### src/rtl/fsqrt_issue_ctrl.sv
// fsqrt_issue_ctrl: shares one iterative Newton square-root unit between two
// requesters (port 0: FP pipeline issue, port 1: microcode/exception replay).
// Round-robin arbitration, operand hold for the whole operation, busy-window
// tracking with timeout, flush/kill, and a valid/ready result port.
module fsqrt_issue_ctrl #(
  parameter int unsigned RES_DLY = 1,   // cycles from busy fall to valid sq_s (0..7)
  parameter int unsigned TMO     = 63   // max cycles waiting for busy rise (1..255)
) (
  input  logic        clk,
  input  logic        clrn,
  // requesters
  input  logic [1:0]  req_valid,
  input  logic [31:0] req_d0,
  input  logic [31:0] req_d1,
  input  logic [1:0]  req_rm0,
  input  logic [1:0]  req_rm1,
  output logic [1:0]  req_ready,
  // result port
  output logic        res_valid,
  input  logic        res_ready,
  output logic [31:0] res_s,
  output logic        res_tag,
  // control / status
  input  logic        flush,
  output logic        err_tmo,
  // square-root unit
  output logic [31:0] sq_d,
  output logic [1:0]  sq_rm,
  output logic        sq_fsqrt,
  output logic        sq_ena,
  input  logic [31:0] sq_s,
  input  logic        sq_busy
);

  localparam logic [2:0] S_IDLE      = 3'd0;
  localparam logic [2:0] S_ISSUE     = 3'd1;
  localparam logic [2:0] S_WAIT_BUSY = 3'd2;
  localparam logic [2:0] S_WAIT_DONE = 3'd3;
  localparam logic [2:0] S_DRAIN     = 3'd4;
  localparam logic [2:0] S_DONE      = 3'd5;

  localparam logic [7:0] TMO_C = 8'(TMO);
  localparam logic [2:0] DLY_C = 3'(RES_DLY);

  logic [2:0] state;
  logic       rr_ptr;     // port favoured in the next arbitration
  logic       op_tag;     // port id of the op in flight
  logic       kill;       // in-flight op was flushed; drop its result
  logic [7:0] tmo_cnt;
  logic [7:0] tmo_nxt;
  logic [2:0] dly_cnt;

  logic       any_req;
  logic       win;
  logic       accept;
  logic       kill_now;

  // Arbitration: favoured port if it requests, otherwise the other one.
  // NOTE: every signal assigned here gets a default first, so no latch is inferred.
  always_comb begin
    any_req   = |req_valid;
    win       = req_valid[rr_ptr] ? rr_ptr : ~rr_ptr;
    req_ready = 2'b00;
    if (clrn && (state == S_IDLE) && any_req)
      req_ready = win ? 2'b10 : 2'b01;
    accept    = |(req_valid & req_ready);
    // a flush arriving in the capture cycle still discards the result
    kill_now  = kill | flush;
    tmo_nxt   = tmo_cnt + 8'd1;
  end

  // Issue FSM, operand/result registers and sticky timeout flag.
  // NOTE: all state here uses non-blocking assignments so every register
  // samples pre-edge values regardless of statement order.
  always_ff @(posedge clk) begin
    if (!clrn) begin
      state     <= S_IDLE;
      rr_ptr    <= 1'b0;
      op_tag    <= 1'b0;
      kill      <= 1'b0;
      tmo_cnt   <= 8'd0;
      dly_cnt   <= 3'd0;
      res_valid <= 1'b0;
      res_s     <= 32'd0;
      res_tag   <= 1'b0;
      err_tmo   <= 1'b0;
      sq_d      <= 32'd0;
      sq_rm     <= 2'b00;
      sq_fsqrt  <= 1'b0;
      sq_ena    <= 1'b0;
    end else begin
      sq_ena   <= 1'b1;
      sq_fsqrt <= 1'b0;
      case (state)
        S_IDLE: begin
          if (accept) begin
            // operand only changes here, so the unit always re-samples it unchanged
            sq_d     <= win ? req_d1  : req_d0;
            sq_rm    <= win ? req_rm1 : req_rm0;
            op_tag   <= win;
            rr_ptr   <= ~win;
            kill     <= 1'b0;
            sq_fsqrt <= 1'b1;          // high for exactly the ISSUE cycle
            state    <= S_ISSUE;
          end
        end
        S_ISSUE: begin
          tmo_cnt <= 8'd0;
          kill    <= kill_now;
          state   <= S_WAIT_BUSY;
        end
        S_WAIT_BUSY: begin
          kill <= kill_now;
          if (sq_busy) begin
            state <= S_WAIT_DONE;
          end else if (tmo_nxt >= TMO_C) begin
            // unit never started: flag it and abandon the op without a result
            tmo_cnt <= TMO_C;
            err_tmo <= 1'b1;
            state   <= S_IDLE;
          end else begin
            tmo_cnt <= tmo_nxt;
          end
        end
        S_WAIT_DONE: begin
          kill <= kill_now;
          if (!sq_busy) begin
            if (DLY_C == 3'd0) begin
              if (kill_now) begin
                state <= S_IDLE;
              end else begin
                res_s     <= sq_s;
                res_tag   <= op_tag;
                res_valid <= 1'b1;
                state     <= S_DONE;
              end
            end else begin
              dly_cnt <= DLY_C;
              state   <= S_DRAIN;
            end
          end
        end
        S_DRAIN: begin
          kill <= kill_now;
          if (dly_cnt == 3'd0) begin
            if (kill_now) begin
              state <= S_IDLE;
            end else begin
              res_s     <= sq_s;
              res_tag   <= op_tag;
              res_valid <= 1'b1;
              state     <= S_DONE;
            end
          end else begin
            dly_cnt <= dly_cnt - 3'd1;
          end
        end
        S_DONE: begin
          // a presented result is never retracted; flush has no effect here
          if (res_ready) begin
            res_valid <= 1'b0;
            state     <= S_IDLE;
          end
        end
        default: state <= S_IDLE;
      endcase
    end
  end

endmodule

### config.mk
export PLATFORM = sky130hd
export DESIGN_NAME = fsqrt_issue_ctrl
export DESIGN_NICKNAME = d
export VERILOG_FILES = /design/src/rtl/fsqrt_issue_ctrl.sv
export SDC_FILE = /design/constraint.sdc
export NUM_CORES = 1
export LEC_CHECK = 0
export BUFFER_PORTS_ARGS = -buffer_cell sky130_fd_sc_hd__buf_4
export CAP_MARGIN = 10
export CORE_ASPECT_RATIO = 0.6
export CORE_MARGIN = 1.5
export CORE_UTILIZATION = 46
export CTS_CLUSTER_DIAMETER = 60
export DETAILED_ROUTE_END_ITERATION = 16
export GPL_TIMING_DRIVEN = 0
export PLACE_DENSITY = 0.87
export SKIP_LAST_GASP = 1
export SLEW_MARGIN = 5
export SYNTH_ARGS = -nofsm -noshare
export SYNTH_HDL_FRONTEND = slang
export SYNTH_SLANG_ARGS = --single-unit
### constraint.sdc
create_clock -name clk -period 2.35 [get_ports clk]
set_clock_uncertainty 0.2 [all_clocks]
set_input_delay 0.47 -clock clk [delete_from_list [all_inputs] [get_ports clk]]
set_output_delay 0.47 -clock clk [all_outputs]
set_load 0.01 [all_outputs]
==> results of run 1 <==
[worst max-delay path by stage]
| stage | from | endpoint | slack (ps) | depth (start not counted) |
|---|---|---|---|---|
| floorplan | req_valid[1] | req_ready[0] | 320 | 5 |
| global placement | clrn | req_ready[0] | -150 | 7 |
| detailed placement | clrn | req_ready[0] | -180 | 7 |
| CTS | state[0] | req_ready[0] | 30 | 6 |
| global route | tmo_cnt[0] | state[2] | 2 | 6 |
| finish | state[0] | req_ready[1] | 80 | 5 |
[power by group through the flow]
| stage | sequential [mW] | clock [mW] | combinational (mW) |
|---|---|---|---|
| 2_1_floorplan | 2.03 | 0 | 0.923 |
| 3_3_place_gp | 1.94 | 0 | 1.71 |
| 3_5_place_dp | 1.95 | 0 | 1.76 |
| 4_1_cts | 1.92 | 1.42 | 1.77 |
| 5_1_grt | 1.96 | 1.50 | 1.98 |
| 6_report | 1.92 | 1.40 | 1.81 |
[stage by stage]
| step | util (%) | power (mW) | cell area, um2 | instances |
|---|---|---|---|---|
| floorplan | - | 2.954 | 3784 | 437 |
| global placement | 66.50 | 3.646 | 5263 | 724 |
| detailed placement | 66.50 | 3.715 | 5263 | 724 |
| CTS | 70.29 | 5.114 | 5563 | 738 |
| global route | 70.74 | 5.432 | 5598 | 742 |
| finish | 70.74 | 5.137 | 5598 | 742 |
[sequential cells by signal, summed over array words and instances (netlist names), 2 cells and up]
signal	count
sq_d	32
res_s	32
dly_cnt	3
tmo_cnt	8
sq_rm	2
state	3
[cell usage in the layout, fill, tap and decap left out, types with 7 or more instances in the layout]
cell,netlist,layout
o21ai_0,17,16
nor2_1,48,48
dfxtp_1,88,88
a21oi_1,46,46
buf_4,0,185
clkbuf_16,0,9
mux2i_1,36,36
inv_1,7,7
buf_2,16,14
nand2_1,72,72
clkbuf_1,12,11
a211oi_1,36,36
[cells by family (layout without fill, tap and decap cells)]
group	count (synthesis)	in the layout	synth area share [%]
AOI/OAI and AO/OA	114	114	19.05
xor gates and xnor gates	3	3	0.6946
adders and majority gates	4	4	1.323
buffers and inverters	39	236	4.597
DFF	88	88	46.56
muxes	36	36	9.524
and+or+nand+nor	153	153	18.25
[layer usage]
metal | GRT usage [%] | vias to the layer above | wire, um | part of all wire [%]
li1 | - | 1912 | - | -
met1 | 31.72 | 1800 | 4776 | 43
met2 | 42.41 | 202 | 5245 | 47
met3 | 6.522 | 23 | 984 | 8.8
met4 | 8.730 | 0 | 216 | 1.9
met5 | 0 | - | 0 | 0
[final cells by class]
type,count,area share [%]
Sequential cell,88,31.47
Multi-Input combinational cell,310,33.12
Tap cell,108,2.414
Clock inverter,6,1.207
Timing Repair Buffer,184,24.68
Clock buffer,9,4.023
Inverter,10,0.7599
Buffer,27,2.325
[what timing repair did]
action / in CTS / in global routing
resized for setup: 3 / 3
buffers inserted: 0 / 5
endpoints found under the setup margin: 3 / 2
pin swaps: 0 / 0
cloned: 0 / 0
==> results.py, run 1 <==
metrics = {
    "power_and_ir_drop": {
        "p_leak_nw": 2.511,
        "power_frac_clock_pct": 27.3,
        "power_frac_seq_pct": 37.5,
        "irDropWorstVdd_uv": 455.3,
        "swShare_pct": 33.08,
        "p_switching_mw": 1.699,
        "power.density_mw_per_mm2": 917.6,
        "comb_power_share_pct": 35.3,
        "p_int_mw": 3.437,
    },
    "setup_path": {
        "cp.buffers_inverters": 2,
        "crit_family": "simple AND/OR/NAND/NOR gates",
        "crit_path_max_fanout": 9,
        "critPathRequiredTime_ps": 1680,
        "reg2reg_from": "tmo_cnt[0]",
        "cpPeakStageDelay_ps": 310,
        "arrival_ps": 1600,
        "crit_slowest_cell": "dfxtp_1",
        "r2r_end": "state[2]",
        "end_kind": "output pin",
        "critPathKind": "reg2out",
        "reg2reg_depth": 6,
        "start_kind": "flip-flop",
        "r2r_slack_ps": 90,
        "cp_cell_sequence": "buf_6 > nor2_4 > nand3b_1 > nor2_1 > buf_4",
    },
    "global_route": {
        "antenna_found_initial": 0,
        "grt_start_max_net_pins": 18,
        "grt_overflow_total": 0,
        "grtUsageTotal_pct": 25.14,
        "grt_pass1_vias": 3740,
        "grt_pass1_wl_mm": 17.46,
    },
    "layout": {
        "drive_gt1_share_pct": 36.44,
        "seq_area_mm2": 0.001762,
        "multiInputGateArea_mm2": 0.001854,
        "num-nets-final": 741,
        "area_growth_pct": 47.95,
        "diodes": 0,
        "nFillCells": 644,
    },
    "drt": {
        "drcViolationCount": 0,
        "first_pass_iters": 5,
        "drtIter0Drc": 262,
        "ant_nets": 0,
        "finalWirelength_mm": 11.22,
        "routedWlPerCell_um": 15.13,
        "vias": 3937,
        "viasPerCell": 5.306,
    },
    "timing": {
        "max_slew_margin_pct": 63.83,
        "fin_crit_ps": 2268,
        "fin_crit_sh_pct": 96.51,
        "rsz0062_at_grt": "false",
        "max_freq_mhz": 440.9,
        "setup_tns_ps": 0,
        "setup_slack_ps": 81.98,
        "hold_viol": 0,
        "holdWs_ps": 124.2,
        "final_max_slew_viol_count": 0,
        "finalSetupViolations": 0,
        "worst_pin_slew_ps": 542.6,
    },
    "yosys": {
        "ys_async_sr_fraction_pct": 0,
        "ys.flop_type": "dfxtp_1",
        "ys_seq_area_share_pct": 46.56,
        "ys_seq_elements": 88,
        "syn_area_mm2": 0.003784,
        "synthTopCellsByCount": "dfxtp_1 (88), nand2_1 (72), nor2_1 (48)",
        "synthCells": 437,
        "yosysMostFrequentCell": "dfxtp_1",
        "yosys-top-cells-area": "dfxtp_1 (47%), mux2i_1 (9.5%), a211oi_1 (7.1%)",
        "syn_avg_cell_area_um2": 8.658,
        "synth_top_area_share_pct": 46.56,
        "ys_types": 44,
        "synth-edff-count": 0,
        "ys_warn_count": 0,
        "syn_nets": 548,
        "synth_top_area_cell": "dfxtp_1",
    },
    "min_path": {
        "hold_start": "clrn",
        "holdPathEnd": "sq_ena",
        "whs_path_depth": 1,
        "holdCritPathClass": "in2reg",
    },
    "place": {
        "io_buffers": 179,
        "dpl.hpwl_mm": 8.616,
        "post-place-ws_ps": -182.6,
        "gp_congestion": 0.9169,
    },
    "die": {
        "core-area_mm2": 0.007914,
        "start_util_pct": 47.81,
        "boundaryPins": 180,
        "rows": 25,
        "die_h_um": 73.25,
        "die_w_um": 120.1,
        "die_area_mm2": 0.008796,
    },
    "cts": {
        "hold_buffers": 0,
        "clkLatencyLatePin_ps": 320,
        "cts_tree": "built",
        "cts_root_buf": "clkbuf_16",
        "clkTransAtPathRegs_ps": 60,
        "cts-buffers-inserted": 9,
        "clock-sinks": 88,
        "cts.path.max_buffers": 2,
        "htree_levels": 3,
    },
    "run_status": {
        "status": "finished, final reports clean",
    },
    "run": {
        "drv_cap": 0,
    },
}
Power figures use the tool's default switching activity.
==> run 2, diff against run 1 <==
REMOVE_ABC_BUFFERS = 1   (was default)
==> run 2 against run 1 <==
Non-clock buffer count is 24 lower. Fmax is 1.9% lower. Die area stayed put. Sequential share of layout area hardly changed. Clock power is 3% higher. Worst hold slack worse by 24 ps. Clock-buffer cell count is 5 higher. Power is 1.4% higher. Critical endpoint is now req_ready[0]. Highest routed layer unchanged.
==> results.py, run 2 (same netlist as run 1, synthesis figures left out) <==
metrics = {
    "run_status": {
        "status": "finished, final reports clean",
    },
    "setup_path": {
        "cp.buffers_inverters": 2,
        "arrival_ps": 1640,
        "cpPeakStageDelay_ps": 520,
        "end_kind": "output pin",
        "critPathRequiredTime_ps": 1680,
        "start_kind": "flip-flop",
        "crit_family": "flip-flops",
        "crit_path_max_fanout": 18,
        "critPathKind": "reg2out",
        "cp_cell_sequence": "nor2_4 > nand3b_1 > bufinv_16 > and2_1 > buf_4",
        "cp_num_cells": 5,
        "crit_slowest_cell": "dfxtp_1",
        "reg2reg_depth": 6,
    },
    "cts": {
        "cts-buffers-inserted": 9,
        "cts.path.max_buffers": 2,
        "clkLatencyLatePin_ps": 340,
        "htree_levels": 3,
        "hold_buffers": 0,
        "clock-sinks": 88,
        "cts_root_buf": "clkbuf_16",
        "cts_tree": "built",
        "clkTransAtPathRegs_ps": 60,
    },
    "layout": {
        "drive_gt1_share_pct": 36.38,
        "final_cell_mix": "buf_4 (183), dfxtp_1 (86), nand2_1 (72), nor2_1 (48), a21oi_1 (46)",
        "num-nets-final": 719,
        "diodes": 0,
        "post-route-cell-area_mm2": 0.005612,
        "layout_commonest_cell": "buf_4",
        "final_cell_count_no_fill": 721,
        "area_growth_pct": 48.31,
        "nFillCells": 588,
        "largestRegisters": "res_s (32), sq_d (32), tmo_cnt (8)",
    },
    "global_route": {
        "grt.met3_usage_pct": 6.134,
        "grt_overflow_total": 0,
        "grt_start_max_net_pins": 53,
        "grt_pass1_wl_mm": 16.10,
        "grtUsageMet1_pct": 29.05,
        "grt_pass1_vias": 3504,
        "antenna_found_initial": 0,
        "grtUsageTotal_pct": 23.16,
        "use_met2_pct": 39.75,
        "grt-busiest-layer": "met2",
    },
    "place": {
        "io_buffers": 179,
        "gp_congestion": 0.9080,
        "dpl.hpwl_mm": 7.500,
        "dp_cells": 698,
        "postPlaceCellArea_mm2": 0.005201,
    },
    "timing": {
        "max_slew_margin_pct": 61.37,
        "worst_pin_slew_ps": 578.6,
        "hold_viol": 0,
        "final_max_slew_viol_count": 0,
        "finalSetupViolations": 0,
        "fin_crit_ps": 2313,
        "holdWs_ps": 100.4,
        "max_freq_mhz": 432.4,
        "fin_crit_sh_pct": 98.41,
    },
    "power_and_ir_drop": {
        "p_leak_nw": 2.482,
        "p_int_mw": 3.529,
        "power_frac_clock_pct": 27.7,
        "power_mw": 5.209,
        "irDropWorstVdd_uv": 409.1,
        "comb_power_share_pct": 34.6,
        "p_switching_mw": 1.680,
        "swShare_pct": 32.26,
        "power_frac_seq_pct": 37.7,
        "power.density_mw_per_mm2": 928.3,
    },
    "min_path": {
        "holdCritPathClass": "in2reg",
        "whs_path_depth": 1,
    },
    "die": {
        "start_util_pct": 47.81,
        "die_w_um": 120.1,
        "die_area_mm2": 0.008796,
        "die_h_um": 73.25,
        "core-area_mm2": 0.007914,
        "rows": 25,
        "boundaryPins": 180,
    },
    "drt": {
        "first_pass_iters": 4,
        "drcViolationCount": 0,
        "drtIter0Drc": 182,
        "viasPerCell": 5.232,
        "routedWlPerCell_um": 14.66,
        "ant_nets": 0,
        "vias": 3772,
        "finalWirelength_mm": 10.57,
    },
    "run": {
        "drv_cap": 0,
    },
}
-- run 2: metal layers --
metal  vias to the layer above  routed length, um  share of wire, %
met1                      1748               4513                43
met2                       140               5149                49
li1                       1866                  -                 -
met3                        18                736               7.0
met5                         -                  0                 0
met4                         0                167               1.6
-- run 2: worst paths after layout --
| kind | slack, ps | startpoint | endpoint |
|---|---|---|---|
| setup / recovery | 40 | state[1] | req_ready[0] |
| hold / removal | 100 | clrn | sq_ena |
| setup reg to reg | 110 | tmo_cnt[1] | state[1] |
| hold reg to reg | 250 | res_s[4] | res_s[4] |
-- run 2: cell type report --
cell class	instances	area, um2	share of cell area, %
clock inverters	2	37.54	0.6689
flip-flops and latches	88	1764	31.44
clock buffers	14	264.0	4.705
well taps	108	135.1	2.408
inverters	10	63.81	1.137
repair buffers	187	1456	25.95
multi-input cells	310	1873	33.38
repair inverters	2	17.52	0.3122
-- run 2: power groups by stage --
stage | Combinational (mW) | Clock [mW] | Sequential, mW
2_1_floorplan | 0.839 | 0 | 2.06
3_3_place_gp | 1.59 | 0 | 1.97
3_5_place_dp | 1.66 | 0 | 1.99
4_1_cts | 1.74 | 1.46 | 1.96
5_1_grt | 1.95 | 1.52 | 2.00
6_report | 1.80 | 1.44 | 1.97
-- run 2: per-stage QoR --
stage / util, % / setup WS (ps) / setup TNS [ps]
CTS: 70.18 / -19.46 / -19.46
global placement: 64.77 / -2447 / -88090
global route: 70.91 / -17.14 / -32.93
floorplan: - / -1759 / -57380
finish: 70.91 / 37.42 / 0
detailed placement: 65.72 / -500.0 / -3193
-- run 2: timing repair --
| action | CTS | global route |
|---|---|---|
| gates resized for setup | 5 | 6 |
| pin swaps | 1 | 2 |
| cloned | 1 | 1 |
| setup endpoints to repair | 28 | 39 |
| setup buffers | 2 | 3 |
==> run 3, diff against run 2 <==
GPL_TIMING_DRIVEN = default   (was 0)
==> run 3 against run 2 <==
Critical path type unchanged. Sequential share of layout area grew 0.17 points. Register-to-register slack better by 100 ps. Worst hold slack improved by 2.8 ps. Routed wire length decreased by 5.0%. Combinational power is 7% lower. Power shrank 1.5%. Cell count is 0.28% lower. Non-clock buffer count unchanged. Utilization decreased by 0.47 points. Setup slack gained 110 ps. Via count down 0.42%. Highest routed layer unchanged. Fmax increased by 4.8%.
==> results.py, run 3 (same netlist as run 1, synthesis figures left out) <==
metrics = {
    "setup_path": {
        "critPathKind": "reg2out",
        "cp_cell_sequence": "inv_2 > nand3b_1 > inv_2 > and2_1 > buf_4",
        "crit_start": "state[2]",
        "reg2reg_from": "tmo_cnt[0]",
        "end_kind": "output pin",
        "cpPeakStageDelay_ps": 550,
        "cp_common_cell": "inv_2",
        "start_kind": "flip-flop",
        "crit_slowest_cell": "dfxtp_1",
        "reg2reg_depth": 8,
        "crit_path_max_fanout": 11,
        "arrival_ps": 1540,
        "critPathRequiredTime_ps": 1680,
    },
    "drt": {
        "drcViolationCount": 0,
        "drtIter0Drc": 149,
        "viasPerCell": 5.224,
        "finalWirelength_mm": 10.04,
        "routedWlPerCell_um": 13.97,
        "vias": 3756,
        "ant_nets": 0,
        "first_pass_iters": 4,
    },
    "die": {
        "rows": 25,
        "boundaryPins": 180,
        "die_area_mm2": 0.008796,
        "start_util_pct": 47.81,
        "die_h_um": 73.25,
        "die_w_um": 120.1,
        "core-area_mm2": 0.007914,
    },
    "global_route": {
        "grt_pass1_vias": 3461,
        "grtUsageTotal_pct": 23.17,
        "antenna_found_initial": 0,
        "grt_pass1_wl_mm": 16.10,
        "grt_start_max_net_pins": 71,
        "grt_overflow_total": 0,
    },
    "layout": {
        "drive_gt1_share_pct": 35.68,
        "diodes": 0,
        "final_cell_mix": "buf_4 (182), dfxtp_1 (88), nand2_1 (72), nor2_1 (48), a21oi_1 (46)",
        "num-nets-final": 717,
        "largestRegisters": "res_s (32), sq_d (32), tmo_cnt (8)",
        "seq_area_mm2": 0.001762,
        "layout_commonest_cell": "buf_4",
        "multiInputGateArea_mm2": 0.001861,
        "area_growth_pct": 47.32,
        "nFillCells": 616,
        "final_cell_count_no_fill": 719,
        "fin_util_pct": 70.43,
    },
    "place": {
        "io_buffers": 179,
        "post-place-ws_ps": 253.0,
        "gp_congestion": 0.9219,
        "dpl.hpwl_mm": 7.592,
        "dp_cells": 703,
    },
    "cts": {
        "postCtsSetupBuffers": 0,
        "hold_buffers": 0,
        "clkTransAtPathRegs_ps": 60,
        "htree_levels": 3,
        "clkLatencyLatePin_ps": 340,
        "clock-sinks": 88,
        "cts_root_buf": "clkbuf_16",
        "cts_tree": "built",
        "cts-buffers-inserted": 9,
        "cts.path.max_buffers": 2,
        "post_cts_resized": 0,
    },
    "run_status": {
        "status": "finished, final reports clean",
    },
    "power_and_ir_drop": {
        "power.density_mw_per_mm2": 920.3,
        "p_leak_nw": 2.481,
        "irDropWorstVdd_uv": 422.0,
    },
    "timing": {
        "hold_viol": 0,
        "fin_crit_sh_pct": 93.87,
        "worst_pin_slew_ps": 512.5,
        "setup_slack_ps": 144.0,
        "max_slew_margin_pct": 65.78,
        "fin_crit_ps": 2206,
        "finalSetupViolations": 0,
        "max_freq_mhz": 453.3,
        "holdWs_ps": 103.2,
        "rsz0062_at_grt": "false",
        "final_max_slew_viol_count": 0,
    },
    "min_path": {
        "holdCritPathClass": "in2reg",
        "hold_start": "clrn",
        "whs_path_depth": 1,
    },
    "run": {
        "drv_cap": 0,
    },
}
## run 3: power breakdown
group          leakage (nW)  internal (mW)  switching [mW]
registers             0.718           1.76           0.199
clock network         0.156          0.927           0.561
logic                  1.61          0.819           0.864
total                  2.48           3.51            1.62
## run 3: path summary, 6_finish.rpt
check                                     to  slack (ps)
worst max-delay path            req_ready[0]         140
worst min register to register       err_tmo         250
worst min-delay path                  sq_ena         100
worst max register to register      state[1]         210
## run 3: layout make-up
cell class / instances / area share, %
Clock buffer: 10 / 4.108
Clock inverter: 6 / 1.504
Inverter: 10 / 0.6734
Multi-Input combinational cell: 310 / 33.38
Sequential cell: 88 / 31.60
Tap cell: 108 / 2.424
Timing Repair Buffer: 187 / 26.31
## run 3: stage by stage
step | area [um2] | total power, mW | setup TNS, ps
floorplan | 3647 | 2.899 | -57380
global placement | 5261 | 3.612 | 0
detailed placement | 5261 | 3.674 | 0
CTS | 5574 | 5.171 | 0
global route | 5574 | 5.436 | 0
finish | 5574 | 5.130 | 0
## run 3: routing by layer
| metal | track usage (%) | share of wire, % |
|---|---|---|
| met1 | 28.79 | 43 |
| met2 | 38.86 | 48 |
| met3 | 7.220 | 7.1 |
| met4 | 7.672 | 1.6 |
| met5 | 0 | 0 |
## run 3: critical path, delay by kind of cell (launching register included)
family | cells | cell delay [ps]
buf+inv | 3 | 340
simple gates | 2 | 310
flops | 1 | 550
